===== src/rtl/if_id_decode_buffer_if.sv =====
// rtl/if_id_decode_buffer_if.sv - fetch/decode handshake bundle for the IF/ID buffer
interface if_id_decode_buffer_if #(
    parameter int INSTR_W = 32,
    parameter int PC_W    = 32
);
    logic               in_valid;
    logic               in_ready;
    logic [INSTR_W-1:0] in_instr;
    logic [PC_W-1:0]    in_pc;
    logic               out_valid;
    logic               out_ready;
    logic [INSTR_W-1:0] out_instr;
    logic [PC_W-1:0]    out_pc;
    logic [3:0]         out_opcode;
    logic [5:0]         out_rd;
    logic [5:0]         out_rs;
    logic [5:0]         out_rt;
    logic [1:0]         occupancy;

    modport master (
        output in_valid, in_instr, in_pc, out_ready,
        input  in_ready, out_valid, out_instr, out_pc,
        input  out_opcode, out_rd, out_rs, out_rt, occupancy
    );

    modport slave (
        input  in_valid, in_instr, in_pc, out_ready,
        output in_ready, out_valid, out_instr, out_pc,
        output out_opcode, out_rd, out_rs, out_rt, occupancy
    );
endinterface


===== src/rtl/if_id_decode_buffer.sv =====
// rtl/if_id_decode_buffer.sv - 2-entry IF/ID skid buffer with field split, stall and flush
module if_id_decode_buffer #(
    parameter int                 INSTR_W   = 32,
    parameter int                 PC_W      = 32,
    parameter logic [INSTR_W-1:0] NOP_INSTR = 32'h0
) (
    input  logic                       clk,
    input  logic                       rst,
    input  logic                       flush,
    if_id_decode_buffer_if.slave       bus
);
    logic [INSTR_W-1:0] mem_instr [2];
    logic [PC_W-1:0]    mem_pc    [2];
    logic               head;
    logic               tail;
    logic [1:0]         count;
    logic               push;
    logic               pop;

    assign bus.in_ready  = ~rst & (count != 2'd2);
    assign bus.out_valid = (count != 2'd0);
    assign push          = bus.in_valid & bus.in_ready;
    assign pop           = bus.out_valid & bus.out_ready;

    // Storage is never cleared; emptiness is handled by masking the outputs.
    always_ff @(posedge clk) begin
        if (push && !flush) begin
            mem_instr[tail] <= bus.in_instr;
            mem_pc[tail]    <= bus.in_pc;
        end
    end

    always_ff @(posedge clk) begin
        if (rst || flush) begin
            head  <= 1'b0;
            tail  <= 1'b0;
            count <= 2'd0;
        end else begin
            if (push) begin
                tail <= ~tail;
            end
            if (pop) begin
                head <= ~head;
            end
            unique case ({push, pop})
                2'b10:   count <= count + 2'd1;
                2'b01:   count <= count - 2'd1;
                default: count <= count;
            endcase
        end
    end

    assign bus.out_instr  = bus.out_valid ? mem_instr[head] : NOP_INSTR;
    assign bus.out_pc     = bus.out_valid ? mem_pc[head] : '0;
    assign bus.out_opcode = bus.out_instr[31:28];
    assign bus.out_rd     = bus.out_instr[27:22];
    assign bus.out_rs     = bus.out_instr[21:16];
    assign bus.out_rt     = bus.out_instr[15:10];
    assign bus.occupancy  = count;
endmodule


===== src/flat_wrapper.sv =====
// flat-port wrapper written by rule: the top's interface ports become plain ports
module if_id_decode_buffer_flat 
#(
    parameter int                 INSTR_W   = 32,
    parameter int                 PC_W      = 32,
    parameter logic [INSTR_W-1:0] NOP_INSTR = 32'h0
)
  (clk, rst, flush, bus_in_valid, bus_in_instr, bus_in_pc, bus_out_ready, bus_in_ready, bus_out_valid, bus_out_instr, bus_out_pc, bus_out_opcode, bus_out_rd, bus_out_rs, bus_out_rt, bus_occupancy);
  if_id_decode_buffer_if #(.INSTR_W(INSTR_W), .PC_W(PC_W)) bus_i ();
  input  logic clk;
  input  logic rst;
  input  logic flush;
  input wire logic [$bits(bus_i.in_valid)-1:0] bus_in_valid;
  input wire logic [$bits(bus_i.in_instr)-1:0] bus_in_instr;
  input wire logic [$bits(bus_i.in_pc)-1:0] bus_in_pc;
  input wire logic [$bits(bus_i.out_ready)-1:0] bus_out_ready;
  output wire logic [$bits(bus_i.in_ready)-1:0] bus_in_ready;
  output wire logic [$bits(bus_i.out_valid)-1:0] bus_out_valid;
  output wire logic [$bits(bus_i.out_instr)-1:0] bus_out_instr;
  output wire logic [$bits(bus_i.out_pc)-1:0] bus_out_pc;
  output wire logic [$bits(bus_i.out_opcode)-1:0] bus_out_opcode;
  output wire logic [$bits(bus_i.out_rd)-1:0] bus_out_rd;
  output wire logic [$bits(bus_i.out_rs)-1:0] bus_out_rs;
  output wire logic [$bits(bus_i.out_rt)-1:0] bus_out_rt;
  output wire logic [$bits(bus_i.occupancy)-1:0] bus_occupancy;
  assign bus_i.in_valid = bus_in_valid;
  assign bus_i.in_instr = bus_in_instr;
  assign bus_i.in_pc = bus_in_pc;
  assign bus_i.out_ready = bus_out_ready;
  assign bus_in_ready = bus_i.in_ready;
  assign bus_out_valid = bus_i.out_valid;
  assign bus_out_instr = bus_i.out_instr;
  assign bus_out_pc = bus_i.out_pc;
  assign bus_out_opcode = bus_i.out_opcode;
  assign bus_out_rd = bus_i.out_rd;
  assign bus_out_rs = bus_i.out_rs;
  assign bus_out_rt = bus_i.out_rt;
  assign bus_occupancy = bus_i.occupancy;
  if_id_decode_buffer #(.INSTR_W(INSTR_W), .PC_W(PC_W), .NOP_INSTR(NOP_INSTR)) u_core (.clk(clk), .rst(rst), .flush(flush), .bus(bus_i));
endmodule

===== config.mk =====
export PLATFORM = sky130hd
export DESIGN_NAME = if_id_decode_buffer_flat
export DESIGN_NICKNAME = d
export VERILOG_FILES = /design/src/rtl/if_id_decode_buffer_if.sv /design/src/rtl/if_id_decode_buffer.sv /design/src/flat_wrapper.sv
export SDC_FILE = /design/constraint.sdc
export NUM_CORES = 1
export LEC_CHECK = 0
export CORE_MARGIN = 2
export CORE_UTILIZATION = 50
export CTS_CLUSTER_DIAMETER = 120
export DETAILED_ROUTE_END_ITERATION = 7
export PLACE_DENSITY = 0.9
export SYNTH_ARGS = -nofsm -noshare
export SYNTH_HDL_FRONTEND = slang
export SYNTH_SLANG_ARGS = --single-unit

===== constraint.sdc =====
create_clock -name clk -period 12.8 [get_ports clk]
set_input_delay 3.2 -clock clk [delete_from_list [all_inputs] [get_ports clk]]
set_output_delay 3.2 -clock clk [all_outputs]
set_load 0.05 [all_outputs]

==> key figures <==
Placement
  – Dpl hpwl: approximately 6300 um
  – GPL Wtd Cong: slightly below 0.7
  – Placed Cells: 582
  – IO buf count: between 150 and 200

Logic synthesis
  – Synthesized area: 5220 sq um
  – Unique masters post-synth: 19
  – Syn Area/Cell: around 16 sq um
  – Dominant cell type by area after synthesis: edfxtp_1
  – Syn_nets: between 300 and 400
  – Yosys top cell area share: roughly three quarters
  – YS warnings: 0
  – Synth top area cells: edfxtp_1 (74%), mux2i_1 (12%), nor2_1 (5.0%)
  – Synth Register Bits: 133
  – Post-Synthesis Cells: between 300 and 400
  – Seq/Total Area, Yosys: between 70% and 80%

Hold path
  – Min-Delay Startpoint: u_core.head
  – Hold Crit Class: reg -> reg
  – Hold path depth: 2

STA
  – Measured slew at the worst slew-check pin: 1110 ps
  – Fin. max-slew vios: 0
  – Hold Fails Final Rpt: 0
  – Period utilisation layout: 60.7%
  – Crit path time final: approximately 7800 ps
  – Peak Freq: roughly 0.13 GHz
  – Setup Skew: between 5 and 6 ps
  – Unrepaired setup endpoints after global routing: false
  – Final setup vio count: 0
  – Worst relative slew slack: 25.7%
  – TNS Setup: 0 ps

Worst setup path
  – Top delay family on crit path: buffers and inverters
  – R2R Path Start: u_core.bus.occupancy[0]
  – Crit-path max FO: 3
  – Reg2reg path depth: 4
  – Worst-path cell chain: clkdlybuf4s50_1 > nor2_1 > clkdlybuf4s50_1
  – CP max stage delay: 810 ps
  – Most Frequent Cell on Critical Path: clkdlybuf4s50_1
  – Reg2reg setup slack: 10520 ps
  – WP data required: between 9000 and 10000 ps
  – WP data arrival: around 4600 ps
  – CP bufs+invs: 2
  – Critical-path top delay cell: clkdlybuf4s50_1
  – R2r endpoint: u_core.mem_pc[1][5]
  – CP Launch Type: primary input
  – Endpoint type of the worst setup path: output pin
  – Crit path kind: in -> out

Flow run
  – Max-Cap Viols: 0

GRT
  – Vias in the first global route: between 3000 and 4000
  – Total track usage: 18.4%
  – Gr ovfl total: 0
  – Global-route wire length before repair: 15500 um
  – Antenna violations before repair: 0
  – Largest net degree at the start of global routing: 65

Floorplan
  – Die W: roughly 110 um
  – Initial Util: approximately half
  – Die area: 11300 sq um
  – I/O pins: 159
  – Placeable Area: 10200 sq um
  – Die Y: about 110 um
  – Core Rows: 37

Final layout
  – Share of cells above drive strength 1: 7.34%
  – Post-Route Utilization: 71.8%
  – Layout fillers: 632
  – Nets: around 540
  – Synth-to-Final Area Change: 40.8%
  – Most frequent cells in the layout: clkdlybuf4s50_1 (158), edfxtp_1 (128), nor2_1 (68), mux2i_1 (64), clkbuf_16 (16)
  – Antenna cells: 0
  – Final Non-Filler Cells: 613
  – Most common cell after layout, fill and taps aside: clkdlybuf4s50_1

Routing
  – Starting DRT DRC Count: ~140
  – Routed Wire Length: between 9000 and 10000 um
  – Routed wire per std cell: roughly 16 um
  – Drc violations: 0
  – Via/cell ratio: 5.02
  – DR pass1 iterations: 4
  – DR vias: between 3000 and 4000
  – Post-DRT Antenna Nets: 0

Clock tree
  – Clk slew on worst S/H paths: about 50 ps
  – CTS Hold Bufs: 0
  – CTS Buf Count: 17
  – Clk sinks: 133
  – Setup Buffers After CTS: 0
  – Clk Latency, worst-skew pair: just over 500 ps
  – Clk root buf: clkbuf_8
  – H-tree depth: 4
  – Maximum clock path buffer count: 2
  – PostCTS Resize Cnt: 0
  – CTS tree: built

Outcome
  – Status: finished, final reports clean

Pwr
  – Worst vdd ir: a little under 0.1 mV
  – Power Density: ~140 nW/um^2
  – Leakage: around 2.4 nW
per-stage QoR:
step,instance area (sq um),setup slack (ps),hold WS [ps],total power [W]
after CTS,7350,5030,535,0.00107
after global placement,6760,5050,486,0.000595
after global routing,7350,4980,572,0.00110
final,7350,5030,523,0.00107
after detailed placement,6760,5020,521,0.000598
after floorplan,5220,3920,466,0.000555
synth_stat cells (all sizes together):
| master | n |
|---|---|
| a21oi | 2 |
| buf | 35 |
| clkbuf | 1 |
| dfxtp | 5 |
| edfxtp | 128 |
| ha | 1 |
| inv | 3 |
| mux2i | 64 |
| nor2 | 69 |
| nor2b | 1 |
| nor3 | 1 |
| nor3b | 1 |
| o21ai | 3 |
| or2 | 1 |
| or3 | 3 |
| xnor2 | 1 |
| xor2 | 2 |
final cells by class:
cell class                 instances  area (sq um)  share of cell area, %
clock inverter                    11           159                   2.16
tap                              136           170                   2.32
multi-input combinational        149          1030                   14.0
timing repair buffer             161          1600                   21.8
clock buffer                      20           425                   5.79
inverter                           3          11.3                  0.153
sequential                       133          3950                   53.7
logic make-up (layout without fill, tap and decap cells):
logic type | Yosys count | after routing | synth area share [%]
xor+xnor | 3 | 3 | 0.504
simple gates | 76 | 76 | 5.90
flops | 133 | 133 | 75.6
mux | 64 | 64 | 12.3
buf+inv | 39 | 195 | 4.99
compound gates | 5 | 5 | 0.480
fa+ha+maj | 1 | 1 | 0.240
per-layer routing:
layer	GRT usage [%]	share of wire, %
met4	8.46	1.7
met3	4.72	6.3
met5	0	0
met2	32.9	54
met1	20.5	38
tightest hold or removal path: cells and delay by family (launching register included):
family	cells	cell delay, ps
DFF	1	320
xor gates and xnor gates	1	80
and+or+nand+nor	1	80
how the worst max path moves through the flow:
stage,endpoint,cells after the start,slack [ps],startpoint
final,bus_in_ready,3,5030,rst
after global routing,bus_in_ready,3,4980,rst
after CTS,bus_in_ready,3,5030,rst
after detailed placement,bus_in_ready,3,5020,rst
after global placement,bus_in_ready,3,5050,rst
after floorplan,u_core.mem_instr[1][0],3,3920,bus_in_valid
where the power goes:
| group | switching, W | internal (W) |
|---|---|---|
| registers | 0.00000396 | 0.000486 |
| clock network | 0.000164 | 0.000313 |
| logic | 0.0000578 | 0.0000407 |
flip-flops by register name, summed over array words and instances (netlist names), named ones only:
| signal | count |
|---|---|
| u_core.head | 1 |
| u_core.tail | 1 |
| u_core.mem_instr | 64 |
| u_core.bus.occupancy | 2 |
| u_core.mem_pc | 64 |
(Power assumes the default switching activity.)
